--- src/rtl/flit_link_sender.sv ---
// Drains a FIFO head/pull interface onto a credit-based link and tracks wormhole
// packet framing. Optional packet counter enabled by NOC_SENDER_STATS_EN.
module flit_link_sender #(
  parameter int WIDTH = 16,
  parameter int DEPTH = 8
) (
  input  logic                     i_clk,
  input  logic                     i_rst,
  input  logic [WIDTH-1:0]         i_head,
  input  logic [$clog2(DEPTH):0]   i_counter,
  output logic                     o_pull,
  output logic                     o_tx,
  output logic [WIDTH-1:0]         o_data,
  output logic                     o_eop,
  input  logic                     i_credit,
  output logic                     o_busy
`ifdef NOC_SENDER_STATS_EN
  ,
  output logic [15:0]              o_pkt_count
`endif
);

  typedef enum logic [1:0] {S_HDR, S_SIZE, S_PAY} state_t;

  state_t             state_q, state_d;
  logic [WIDTH-1:0]   remaining_q, remaining_d;
  logic [WIDTH-1:0]   data_q, data_d;
  logic               tx_q, tx_d;
  logic               eop_q, eop_d;
  logic               load;
  logic               xfer;

  assign xfer = tx_q && i_credit;
  // Output register can accept a new flit when empty or being drained this cycle.
  assign load = (i_counter != '0) && (!tx_q || i_credit);

  always_ff @(posedge i_clk or negedge i_rst) begin
    if (!i_rst) begin
      state_q     <= S_HDR;
      remaining_q <= '0;
      data_q      <= '0;
      tx_q        <= 1'b0;
      eop_q       <= 1'b0;
    end else begin
      state_q     <= state_d;
      remaining_q <= remaining_d;
      data_q      <= data_d;
      tx_q        <= tx_d;
      eop_q       <= eop_d;
    end
  end

  always_comb begin
    state_d = state_q;
    if (load) begin
      case (state_q)
        S_HDR:   state_d = S_SIZE;
        S_SIZE:  state_d = (i_head == '0) ? S_HDR : S_PAY;
        S_PAY:   state_d = (remaining_q == WIDTH'(1)) ? S_HDR : S_PAY;
        default: state_d = S_HDR;
      endcase
    end
  end

  always_comb begin
    o_pull      = load;
    o_busy      = (state_q != S_HDR);
    tx_d        = tx_q;
    data_d      = data_q;
    eop_d       = eop_q;
    remaining_d = remaining_q;
    if (load) begin
      tx_d   = 1'b1;
      data_d = i_head;
      case (state_q)
        S_HDR: eop_d = 1'b0;
        S_SIZE: begin
          remaining_d = i_head;
          eop_d       = (i_head == '0);
        end
        S_PAY: begin
          // Only reached with remaining >= 1, so this never underflows.
          remaining_d = remaining_q - WIDTH'(1);
          eop_d       = (remaining_q == WIDTH'(1));
        end
        default: eop_d = 1'b0;
      endcase
    end else if (xfer) begin
      tx_d  = 1'b0;
      eop_d = 1'b0;
    end
  end

  assign o_tx   = tx_q;
  assign o_data = data_q;
  assign o_eop  = eop_q;

`ifdef NOC_SENDER_STATS_EN
  logic [15:0] pkt_count_q;

  always_ff @(posedge i_clk or negedge i_rst) begin
    if (!i_rst)             pkt_count_q <= '0;
    else if (xfer && eop_q) pkt_count_q <= pkt_count_q + 16'd1;
  end

  assign o_pkt_count = pkt_count_q;
`endif

endmodule

--- config.mk ---
export PLATFORM = sky130hd
export DESIGN_NAME = flit_link_sender
export DESIGN_NICKNAME = d
export VERILOG_FILES = /design/src/rtl/flit_link_sender.sv
export SDC_FILE = /design/constraint.sdc
export NUM_CORES = 1
export LEC_CHECK = 0
export ABC_AREA = 1
export CORE_UTILIZATION = 50
export DETAILED_ROUTE_END_ITERATION = 7
export GPL_TIMING_DRIVEN = 0
export HOLD_SLACK_MARGIN = 0.12
export PLACE_DENSITY = 0.78
export SLEW_MARGIN = 20
export SYNTH_ARGS = -nofsm -noshare
export SYNTH_HDL_FRONTEND = slang
export SYNTH_SLANG_ARGS = --single-unit
export TNS_END_PERCENT = 100
--- constraint.sdc ---
create_clock -name i_clk -period 1.8 [get_ports i_clk]
set_input_delay 0.36 -clock i_clk [delete_from_list [all_inputs] [get_ports i_clk]]
set_output_delay 0.36 -clock i_clk [all_outputs]
set_load 0.01 [all_outputs]
; Word level (Yosys, flattened, before mapping)
; Cells that the tools add are included.
; W data, S select, Z words.
[classes]
addsub = 1
n_eq_ne = 3
mux = 8
n_reduce_logical = 11
[op_table]
columns = operator, count
row1 = $pmux W16 S2, 1
row2 = $eq A16 B1 Y1 const B, 1
row3 = $logic_not A16 Y1, 1
row4 = $sub A16 B1 Y16 const B, 1
row5 = $pmux W2 S3, 1
row6 = $reduce_bool A2 Y1, 3
row7 = $mux W2, 2
row8 = $reduce_bool A4 Y1, 1
row9 = $mux W1, 3
row10 = $eq A2 B1 Y1 const B, 1
row11 = $eq A2 B2 Y1 const B, 1
row12 = $logic_and A1 B1 Y1, 2
row13 = $logic_not A2 Y1, 1
row14 = $pmux W1 S2, 1
row15 = $reduce_and A2 Y1, 1
row16 = $logic_not A1 Y1, 1
row17 = $logic_or A1 B1 Y1, 1
[totals]
register_bits = 36
inputBits = 23
output_inout_bits = 20
elab_cells = 28

; Logic depth before layout (Yosys ltp)
[depth]
depth_word = 4
mapped_depth = 9
ltp_nobuf = 9

; Worst setup path after synthesis
; OpenSTA, ideal clock, no wires.
[synth_timing]
path_type = register to register
from = register state_q[0]
to = register remaining_q[5]
setup_ns = 0.117
t_arrival_ns = 1.224
required_time_ns = 1.683
path_slack_ns = 0.459
stages_incl_launch_ff = 8
path_buffers = 1
synth_period_minus_slack_ns = 1.341
path_cell_list = dfrtp_1 inv_1 ha_1 inv_1 buf_2 nand2_1 nand3_1 nand2_1
[synth_via]
elab_chain_cells = 3
word_cells_on_any_way = 5
cone_classes = eq/ne (2) / mux (1) / reduce/logical (2)
[synth_rtl]
columns = item, line
row1 = "start, declared", 25  ; state_t state_q, state_d;
row2 = "start signal, assigned", 45  ; state_q <= state_d;
row3 = $eq A2 B2 Y1 or $eq A2 B1 Y1 (tied branches), 75  ; case (state_q)
row4 = $reduce_bool A2 Y1 (no source line), --
row5 = $reduce_and A2 Y1 (no source line), --
row6 = "end signal, assigned", 46  ; remaining_q <= remaining_d;
row7 = "end, declared", 26  ; logic [WIDTH-1:0] remaining_q, remaining_d;
; Parallel ways exist; a longest one is shown, timed or not.
; A chain may end at the register's enable or synchronous reset.

; Final worst setup path
[layout_timing]
from = input i_credit
to = output o_pull
[layout_via]
elab_chain_cells = 2
[layout_rtl]
columns = item, line
row1 = "start, declared", 15  ; input logic i_credit,
row2 = $logic_or A1 B1 Y1, 35  ; assign load = (i_counter != '0) && (!tx_q || i_credit);
row3 = $logic_and A1 B1 Y1, 35
row4 = "end, declared", 11  ; output logic o_pull,
; Every way passes these cells.

==> results.md <==
- Layout Nets: 388
- Synth cell types: 22
- Htree depth: 2
- Final WS setup: 0.0631 ns
- Final hold slack: 0.482 ns
- Cells after synthesis: 303
- Ranking of synthesized cells by area: dfrtp_1, nand2_1, nand3_1, inv_1, o21ai_0
- DP Wirelength: 3910 um
- Total die area: 4580 sq um
- Yosys top cell by area: dfrtp_1
- Nature of the critical path startpoint: primary input
- Buffers on Ports: 42
- TritonCTS clock tree: yes
- Clk root buf: clkbuf_8
- Final hold violation count: 0
- RSZ-0062 raised after global routing: no
- Leakage: 1.36 nW
- Number of global-route vias before repair: 1849
- Final core occ: 69.2%
- GP Congestion: 0.845
- GRT busiest layer: met2
- Initial drt markers: 178
- Filler instances: 340
- Arrival time worst endpoint: 1.38 ns
- DRT Pass-1 Iters: 4
- Area growth syn-to-layout: 30.2%
- Initial antenna violation count: 0
- FP Rows: 23
- Number of inserted diodes: 0
- Clock sink total: 36
- Count of final setup violators: 0
- Crit share post-route: 96.5%
- Seq/Total Area, Yosys: 41.8%
- Cell Area, Synth: 2160 sq um
- Max Root-Sink Buffers: 2
- First-pass GRT wire length: 8290 um
- Hold Crit Start: o_data[12]$_DFFE_PN0P_
- Final non-filler cell total: 409
- Status: finished clean
- Crit Path Max Fanout: 4
- Reg-to-reg critical path startpoint: state_q[1]$_DFFE_PN0P_
- Synthesized Nets: 333
- Die height: 67.7 um
- DP Worst Slack: -0.291 ns
- Footprint of the multi-input gates: 1050 sq um
- DR WL/cell: 12.9 um
- Critical path class: in -> out
- Share of the synthesized area in the top cell type: 41.8%
- Chip Width: 67.7 um
- Initial Util: 53.1%
- Met3 Resource Use GR: 4.56%
- Post-route ant nets: 0
- Grt total ovfl: 0
- Period minus WS final: 1.74 ns
- Worst slew pin tran: 0.413 ns
- Worst-path clk slew: 0.07 ns
- Post-synthesis register bit count: 36
- CTS buffer count: 5
- Peak supply drop: 628 uV
- Hold WC Path Type: reg -> reg
- Final WL: 5270 um
- Total power draw: 3.87 mW
- P per Cell Area: 1380 nW/um^2
- Req. time, crit path: 1.44 ns
- Core area: 4060 sq um
- Clock Skews: 0.00534 ns
- DR vias: 2067
- Dpl cells: 396
- Vias per cell: 5.05
- Layout cell share with drive strength beyond 1: 11.1%
- DRC: 0
- Slew HR: 72.4%
- Setup tns final: 0 ns
- GRT met2 Usage: 39.7%
- Worst skew pair latency: 0.29 ns
- Worst setup path startpoint: i_credit
- Tot GR Track Use: 24.8%
- Largest net degree at the start of global routing: 25
- # IOs: 43
- Avg Cell Area, Syn: 7.11 sq um
- Max-slew violations: 0
- Fmax: 576 MHz
- Max Cap Viol: 0
- Worst Setup End Kind: output port
- Met1 usage: 33.4%
- Register area: 901 sq um
- YS warnings: 0
- Final Cell Area: 2810 sq um
- Area after DPL: 2660 sq um
-- worst max-delay path, cell delays in order --
cell	delay, ns
clkdlybuf4s50_1	0.50
inv_2	0.05
nand2_4	0.07
nand2_4	0.05
inv_1	0.10
clkdlybuf4s15_1	0.25
-- layout by cell type, fill, tap and decap left out --
cell	instances
nand4_1	1
buf_2	7
nand2_1	105
nand2_2	1
a21oi_2	8
nand2_4	2
nand3b_1	1
bufinv_16	1
o211ai_1	3
a31oi_1	1
clkbuf_1	2
dfrtp_1	36
o21ai_1	1
nor2_1	28
clkinv_2	1
nand3_1	28
inv_1	37
clkbuf_2	1
nor2_4	3
clkdlybuf4s15_1	1
dlygate4sd3_1	1
inv_2	3
clkdlybuf4s50_1	39
ha_1	7
buf_16	1
clkbuf_8	5
buf_6	1
dlygate4sd2_1	1
o21ai_0	27
buf_4	4
nor2_2	2
-- repair_timing --
| action | 4_1_cts | 5_1_grt |
|---|---|---|
| hold endpoints to repair | 12 | 0 |
| pin swaps | 0 | 3 |
| setup endpoints to repair | 2 | 1 |
| gates resized for setup | 2 | 1 |
| hold buffers | 1 | 0 |
| buffers inserted | 2 | 2 |
-- synth_stat cells --
cell type and n:
o211ai_1 3, inv_1 37, dfrtp_1 36, nand2_4 2, nand2_2 1, clkbuf_1 1
ha_1 7, nand3_1 28, nand4_1 1, o21ai_1 1, o21ai_0 27, buf_6 1
clkbuf_2 1, buf_2 6, a31oi_1 1, nand3b_1 1, nor2_1 28, nor2_4 3
nor2_2 2, inv_2 3, nand2_1 105, a21oi_2 8
-- per-layer routing --
layer | vias up | share of wire, %
li1 | 1056 | -
met1 | 954 | 46
met2 | 50 | 48
met3 | 7 | 4.7
met4 | 0 | 1.2
met5 | - | 0
-- area by class of cell --
cell class / count / area share [%]
Clock buffer: 6 / 2.58
Clock inverter: 2 / 1.25
Tap cell: 50 / 2.23
Sequential cell: 36 / 32.1
Inverter: 40 / 5.35
Multi-Input combinational cell: 218 / 37.6
Timing Repair Buffer: 48 / 17.2
Buffer: 9 / 1.78
-- kinds of logic after synthesis --
logic type                 after synthesis  synth area share [%]
AOI/OAI and AO/OA                       40                  11.1
adders and majority gates                7                  4.06
buffers and inverters                   49                  9.29
DFF                                     36                  41.8
and+or+nand+nor                        171                  33.8
-- worst paths after layout --
| path | to | slack (ns) | cells past startpoint |
|---|---|---|---|
| max | o_pull | 0.06 | 6 |
| min | o_data[12]$_DFFE_PN0P_ | 0.48 | 2 |
| max reg2reg | remaining_q[5]$_DFFE_PN0P_ | 0.11 | 7 |
| min reg2reg | o_data[12]$_DFFE_PN0P_ | 0.48 | 2 |
| max in group asynchronous | remaining_q[6]$_DFFE_PN0P_ | 0.86 | 3 |
| min in group asynchronous | o_data[2]$_DFFE_PN0P_ | 0.51 | 2 |
-- report_power, final --
part	switching [mW]	total (mW)	leakage, nW	internal, mW
clock	0.304	0.715	0.0552	0.411
sequential	0.236	1.30	0.438	1.06
combinational	1.15	1.86	0.871	0.711
total	1.69	3.87	1.36	2.19
-- registers in the layout (all words and copies together), names as in the netlist --
register and count:
o_data 16, remaining_q 16, state_q 2, o_eop 1, o_tx 1
Power figures use the tool's default switching activity.
